## src/rtl/alu_sequencer.sv

```systemverilog
// Four-state control unit for the external 4-bit ALU: latch, decode/operand fetch,
// execute, write back. Register file is local; bad ops retire with errFlag.
module alu_sequencer #(
  parameter int DATA_W   = 4,
  parameter int NUM_REGS = 4,
  parameter int INSTR_W  = 12
) (
  input  logic               clk,
  input  logic               reset,
  input  logic               instrValid,
  output logic               instrReady,
  input  logic [INSTR_W-1:0] instr,
  output logic [DATA_W-1:0]  aluA,
  output logic [DATA_W-1:0]  aluB,
  output logic [3:0]         aluOpcode,
  input  logic [DATA_W-1:0]  aluResult,
  input  logic               aluZero,
  output logic               done,
  output logic               errFlag,
  output logic               zeroFlag,
  output logic [DATA_W-1:0]  resultOut,
  input  logic [1:0]         dbgAddr,
  output logic [DATA_W-1:0]  dbgData
);

  localparam logic [1:0] S_IDLE   = 2'd0;
  localparam logic [1:0] S_DECODE = 2'd1;
  localparam logic [1:0] S_EXEC   = 2'd2;
  localparam logic [1:0] S_WB     = 2'd3;

  localparam logic [3:0] OP_DIV = 4'b0100;
  localparam logic [3:0] OP_NOR = 4'b0110;
  localparam logic [3:0] OP_LDI = 4'b1000;
  localparam logic [3:0] OP_NOP = 4'b1111;

  // instruction class resolved in DECODE and carried to WB
  localparam logic [1:0] K_ALU = 2'd0;
  localparam logic [1:0] K_LDI = 2'd1;
  localparam logic [1:0] K_NOP = 2'd2;
  localparam logic [1:0] K_ERR = 2'd3;

  typedef struct packed {
    logic [3:0] op;
    logic [1:0] rd;
    logic [1:0] rs1;
    logic [1:0] rs2;
    logic [1:0] lo;
  } instr_t;

  logic [1:0]                         state;
  instr_t                             ir;
  logic [1:0]                         kind;
  logic [DATA_W-1:0]                  res_q;
  logic                               zero_q;
  logic [NUM_REGS-1:0][DATA_W-1:0]    rf;

  logic [DATA_W-1:0] rs1_val;
  logic [DATA_W-1:0] rs2_val;
  logic [DATA_W-1:0] imm;
  logic              is_alu;
  logic [1:0]        dec_kind;

  assign rs1_val    = rf[ir.rs1];
  assign rs2_val    = rf[ir.rs2];
  assign imm        = DATA_W'({ir.rs2, ir.lo});
  assign instrReady = (state == S_IDLE);
  assign dbgData    = rf[dbgAddr];

  // Only 0000-0110 ever reach the ALU; divide-by-zero is trapped here too.
  always_comb begin
    is_alu   = (ir.op <= OP_NOR);
    dec_kind = K_ERR;
    if (is_alu) begin
      if ((ir.op == OP_DIV) && (rs2_val == '0)) dec_kind = K_ERR;
      else                                      dec_kind = K_ALU;
    end else if (ir.op == OP_LDI) begin
      dec_kind = K_LDI;
    end else if (ir.op == OP_NOP) begin
      dec_kind = K_NOP;
    end
  end

  always_ff @(posedge clk) begin
    if (reset) begin
      state     <= S_IDLE;
      ir        <= '0;
      kind      <= K_NOP;
      aluA      <= '0;
      aluB      <= '0;
      aluOpcode <= '0;
      res_q     <= '0;
      zero_q    <= 1'b0;
      done      <= 1'b0;
      errFlag   <= 1'b0;
      zeroFlag  <= 1'b0;
      resultOut <= '0;
      rf        <= '0;
    end else begin
      done    <= 1'b0;
      errFlag <= 1'b0;
      case (state)
        S_IDLE: begin
          if (instrValid) begin
            ir    <= instr_t'(instr[11:0]);
            state <= S_DECODE;
          end
        end
        S_DECODE: begin
          kind <= dec_kind;
          if (dec_kind == K_ALU) begin
            aluA      <= rs1_val;
            aluB      <= rs2_val;
            aluOpcode <= ir.op;
          end
          state <= S_EXEC;
        end
        S_EXEC: begin
          if (kind == K_ALU) begin
            res_q  <= aluResult;
            zero_q <= aluZero;
          end
          // done/errFlag are high for exactly the WB cycle
          done    <= 1'b1;
          errFlag <= (kind == K_ERR);
          state   <= S_WB;
        end
        default: begin
          case (kind)
            K_ALU: begin
              rf[ir.rd] <= res_q;
              resultOut <= res_q;
              zeroFlag  <= zero_q;
            end
            K_LDI: begin
              rf[ir.rd] <= imm;
              resultOut <= imm;
            end
            default: ;
          endcase
          state <= S_IDLE;
        end
      endcase
    end
  end

endmodule

```

## config.mk

```make
export PLATFORM = sky130hd
export DESIGN_NAME = alu_sequencer
export DESIGN_NICKNAME = d
export VERILOG_FILES = /design/src/rtl/alu_sequencer.sv
export SDC_FILE = /design/constraint.sdc
export NUM_CORES = 1
export LEC_CHECK = 0
export CORE_MARGIN = 5
export CORE_UTILIZATION = 45
export CTS_BUF_LIST = sky130_fd_sc_hd__clkbuf_8
export DETAILED_ROUTE_END_ITERATION = 12
export PLACE_DENSITY = 0.8
export SLEW_MARGIN = 5
export SYNTH_ARGS = -nofsm -noshare
export SYNTH_HDL_FRONTEND = slang
export SYNTH_SLANG_ARGS = --single-unit
```

## constraint.sdc

```tcl
create_clock -name clk -period 2.4 [get_ports clk]
set_input_delay 0.36 -clock clk [delete_from_list [all_inputs] [get_ports clk]]
set_output_delay 0.36 -clock clk [all_outputs]
set_load 0.02 [all_outputs]
```

**Yosys cells after proc, flatten, opt, wreduce, memory -nomap -nowiden**

Cells that the tools add are included.
Widths: inputs -> output; s select.

- $lt $le $gt $ge: 6
- Equal/unequal tests: 8
- Mux-type cells: 19
- Bitwise logic cells: 2
- Reductions and logical operators: 14

Operators by type and width:

| cell | number |
|---|---|
| $bwmux 16 | 2 |
| $pmux 16 s2 | 1 |
| $bmux 4 s2 | 3 |
| $mux 4 | 4 |
| $lt 2x3->1 const B | 4 |
| $reduce_and 2->1 | 5 |
| $demux 4 s2 | 1 |
| $eq 4x4->1 const B | 2 |
| $mux 2 | 4 |
| $pmux 4 s2 | 1 |
| $logic_not 2->1 | 3 |
| $pmux 2 s3 | 1 |
| $eq 2x1->1 const B | 2 |
| $eq 2x2->1 const B | 2 |
| $eq 4x3->1 const B | 1 |
| $le 4x3->1 const B | 1 |
| $logic_not 4->1 | 1 |
| $reduce_or 3->1 | 1 |
| $ge 2x1->1 const B | 1 |
| $logic_and 1x1->1 | 2 |
| $mux 1 | 2 |
| $ne 2x2->1 const B | 1 |
| $not 1->1 | 2 |
| $reduce_bool 2->1 | 1 |
| $reduce_or 2->1 | 1 |

- Bits in registers: 56
- Output and inout bits: 24
- Word-level logic and storage cells: 69

**Logic depth before layout (Yosys ltp)**

- Depth in word-level cells: 8
- Depth in mapped cells: 7

**Worst setup path after synthesis**

No wires, ideal clock.

- Path kind: reg-to-reg
- Start point: register ir, in the netlist imm[2]
- End point: register aluA[0]
- Arrival time: 1.733 ns
- Data required time: 2.328 ns
- Setup slack: 0.596 ns
- Cell stages (with the launch flop): 6
- Period minus slack after synthesis: 1.804 ns
- Path through: dfxtp_1 -> buf_2 -> mux4_2 -> nor4_4 -> a21o_2 -> mux2i_1

- Word-level cells in the longest chain between the ends: 8

RTL lines:

| what | RTL line | source |
|---|---|---|
| start: declaration | 51 | `instr_t ir;` |
| start signal: assignment | 104 | `ir <= instr_t'(instr[11:0]);` |
| $bmux 4 s2 | 64 | `assign rs2_val = rf[ir.rs2];` |
| $mux 4 (not written as such) | 64 |  |
| $logic_not 4->1 | 74 | `if ((ir.op == OP_DIV) && (rs2_val == '0)) dec_kind = K_ERR;` |
| $logic_and 1x1->1 | 74 |  |
| $mux 2 | 74 |  |
| $mux 2 | 73 | `if (is_alu) begin` |
| $logic_not 2->1 | 110 | `if (dec_kind == K_ALU) begin` |
| $reduce_and 2->1 (no line) | -- |  |
| end signal: assignment | 111 | `aluA <= rs1_val;` |
| end: declaration | 13 | `output logic [DATA_W-1:0] aluA,` |

No other way between the ends. The select of a mux whose other input is x is not followed.
A chain may end at the register's enable or synchronous reset.

**Worst setup path in the final report**

- Start point: input port dbgAddr[1]
- End point: output port dbgData[3]

- Word-level cells in the longest chain between the ends: 2

RTL lines:

| what | RTL line | source |
|---|---|---|
| start: declaration | 22 | `input logic [1:0] dbgAddr,` |
| $bmux 4 s2 | 67 | `assign dbgData = rf[dbgAddr];` |
| $mux 4 (not written as such) | 67 |  |
| end: declaration | 23 | `output logic [DATA_W-1:0] dbgData` |

No other way between the ends. The select of a mux whose other input is x is not followed.

==> impl_metrics.tcl <==
set metrics [dict create \
    rr_worst_depth 4 \
    synth_area_leaders "dfxtp_1 (46%), mux4_2 (10%), mux2i_1 (8.5%), nand2_1 (6.9%), a211oi_1 (6.4%)" \
    critPathKind "in2out" \
    final-hold-violation-count 0 \
    rows 27 \
    first_pass_iters 4 \
    layout_setup_ws_ps 229 \
    synth_top_cell_area_share_pct 45.6 \
    io_buffers 45 \
    worst_path_most_repeated_cell "clkdlybuf4s50_1" \
    cts_buffers 5 \
    internal_power_mw 1.50 \
    syn-num-nets 280 \
    drc 0 \
    reg2reg_from "imm[2]" \
    fin_crit_ps 2170 \
    avgSynthCellArea_um2 9.68 \
    cp_slowest_cell "clkdlybuf4s50_1" \
    num_vias 1959 \
    swShare_pct 26.0 \
    ys.warnings.count 0 \
    clk_pin_slew_ps 90 \
    cp-end-kind "output port" \
    instances_no_fill 371 \
    drt-initial-drc-count 177 \
    r2r_end "aluA[2]" \
    synth_cell_types 30 \
    gp_congestion 0.776 \
    antenna_found_initial 0 \
    dp_hpwl_um 3900 \
    synthArstFlopShare_pct 0 \
    clockPowerShare_pct 32.7 \
    drt_wl_total_um 5290 \
    post_dp_cell_area_um2 2990 \
    cts_tree "built" \
    grt-busiest-layer "met2" \
    hp-class "reg2reg" \
    switchingPower_mw 0.526 \
    grt_util_met3_pct 4.24 \
    syn_inst 254 \
    worstPathRequired_ps 2040 \
    ys_top_cells_by_count "dfxtp_1 (56), nand2_1 (45), nor2_1 (30)" \
    grt_max_degree 30 \
    p_leak_nw 1.10 \
    ys_seq_elements 56 \
    drive_above_1_share_pct 10.0 \
    boundaryPins 46 \
    cts_hold_buf 0 \
    seqPwrFrac_pct 51.0 \
    status "completed" \
    max-cap-violations 0 \
    grt_pass1_vias 1967 \
    rsz0062_at_grt "false" \
    postLayoutCellArea_um2 3120 \
    die_area_um2 7040 \
    coreArea_um2 5410 \
    relSlewSlack_pct 60.9 \
    maxSlewViolCount 0 \
    nets 324 \
    clk_path_buf_depth 2 \
    period_share_pct 90.5 \
    post-place-ws_ps -50.9 \
    synth_ff_type "dfxtp_1" \
    crit_fanout 4 \
    diodes 0 \
    worstPathCellList "clkdlybuf4s50_1 > mux4_2 > clkdlybuf4s50_1" \
    arrival_ps 1810 \
    detail-route-antenna-nets 0 \
    start_kind "primary input" \
    grt_util_all_layers_pct 15.8 \
    die_x_um 83.9 \
    synth_edf_count 0 \
    grtUsageMet2_pct 25.7 \
    synth-seq-area-share_pct 45.6 \
    critical_path.max_stage_delay_ps 560 \
    power_frac_comb_pct 16.2 \
    htree_levels 2 \
    start_util_pct 45.5 \
    routed_via_density 5.28 \
    ff2ff_setup_slack_ps 380 \
    postLayoutCoreUtil_pct 57.7 \
    grt_use_met1_pct 20.3 \
    power.density_nw_per_um2 650 \
    wl_per_cell_um 14.3 \
    grt-ovfl-total 0 \
    fmax_mhz 461 \
    cp-endpoint "dbgData[3]" \
    crit_start "dbgAddr[1]" \
    worstSkewPairLatency_ps 310 \
    place_inst 363 \
    die_h_um 83.9 \
    skew_ps 7.73 \
    finalSetupViolations 0 \
    synthesis.area_um2 2460 \
    synth.most_common_cell "dfxtp_1" \
    tightest_slew_ps 585 \
    area_delta_synth_final_pct 26.8 \
    synth_area_leader_cell "dfxtp_1" \
    cts.sinks 56 \
    hold_slack_ps 460 \
    ir_drop_v 0.000289 \
    cts_root_buf "clkbuf_8" \
    grt_pass1_wl_um 9100 \
]
## worst min path at each step
| stage | start | cells past startpoint | to | slack (ps) |
|---|---|---|---|---|
| after global routing | imm[1] | 2 | imm[1] | 480 |
| after CTS | imm[0] | 2 | imm[0] | 460 |
| final | zero_q | 2 | zeroFlag | 460 |
| after detailed placement | aluOpcode[1] | 2 | aluOpcode[1] | 450 |
| after floorplan | zero_q | 2 | zeroFlag | 430 |
| after global placement | zero_q | 2 | zeroFlag | 440 |
## layout make-up
class | instances | area, um^2
Clock inverter | 1 | 30.0
Sequential cell | 56 | 1120
Clock buffer | 7 | 96.3
Multi-Input combinational cell | 179 | 1260
Fill cell | 470 | 2290
Inverter | 4 | 15.0
Tap cell | 72 | 90.1
Timing Repair Buffer | 52 | 502
## metal layers
metal	vias up	wire length, um
met5	-	0
met4	0	80
met3	7	335
met2	56	2450
met1	911	2420
li1	985	-
## critical path: cells and delay by family
family	cells	cell delay, ps
buffers and inverters	2	1110
multiplexers	1	330
## registers in the layout, indices dropped and copies added, names as in the netlist, 4 cells and up
signal,flops
aluA,4
aluB,4
aluOpcode,4
imm,4
ir,8
res_q,4
resultOut,4
rf,16
## placed cells by master (no fill, tap or decap), drive strengths merged
master,n
xor2,1
bufinv,1
a21oi,17
clkbuf,7
nand3,1
and3,3
a31o,2
nor4,1
nor3b,5
nor3,3
and2,1
nand2,45
nor2b,2
nand2b,3
nor2,30
or4b,1
a211oi,21
dfxtp,56
a311o,1
buf,7
mux4,11
inv,4
mux2,1
dlygate4sd2,1
mux2i,21
clkdlybuf4s50,44
ha,4
a21o,2
o21ai,2
a41oi,1
## power by group through the flow
stage	clock network (mW)	registers, mW	logic (mW)
floorplan	0	1.04	0.233
global placement	0	1.05	0.321
detailed placement	0	1.06	0.330
CTS	0.676	1.03	0.333
global route	0.717	1.04	0.365
finish	0.664	1.03	0.329
## cells by family after synthesis
family | Yosys count | synth area share (%)
AO/OA/AOI/OAI | 46 | 12.6
multiplexers | 33 | 19.1
XOR/XNOR | 1 | 0.356
AND/OR/NAND/NOR | 95 | 17.4
adder cells (fa/ha/maj) | 4 | 2.04
flip-flops | 56 | 45.6
buffers and inverters | 19 | 3.00
## metrics by stage
step	TNS, ps	total power [mW]
after floorplan	0	1.27
after global placement	-107	1.37
after detailed placement	-138	1.39
after CTS	0	2.04
after global routing	0	2.13
final	0	2.03
## timing repair
item	4_1_cts	5_1_grt
buffers inserted	0	0
setup endpoints to repair	4	0
resized for setup	1	0
Note: power is estimated with default switching activity, not from simulation.
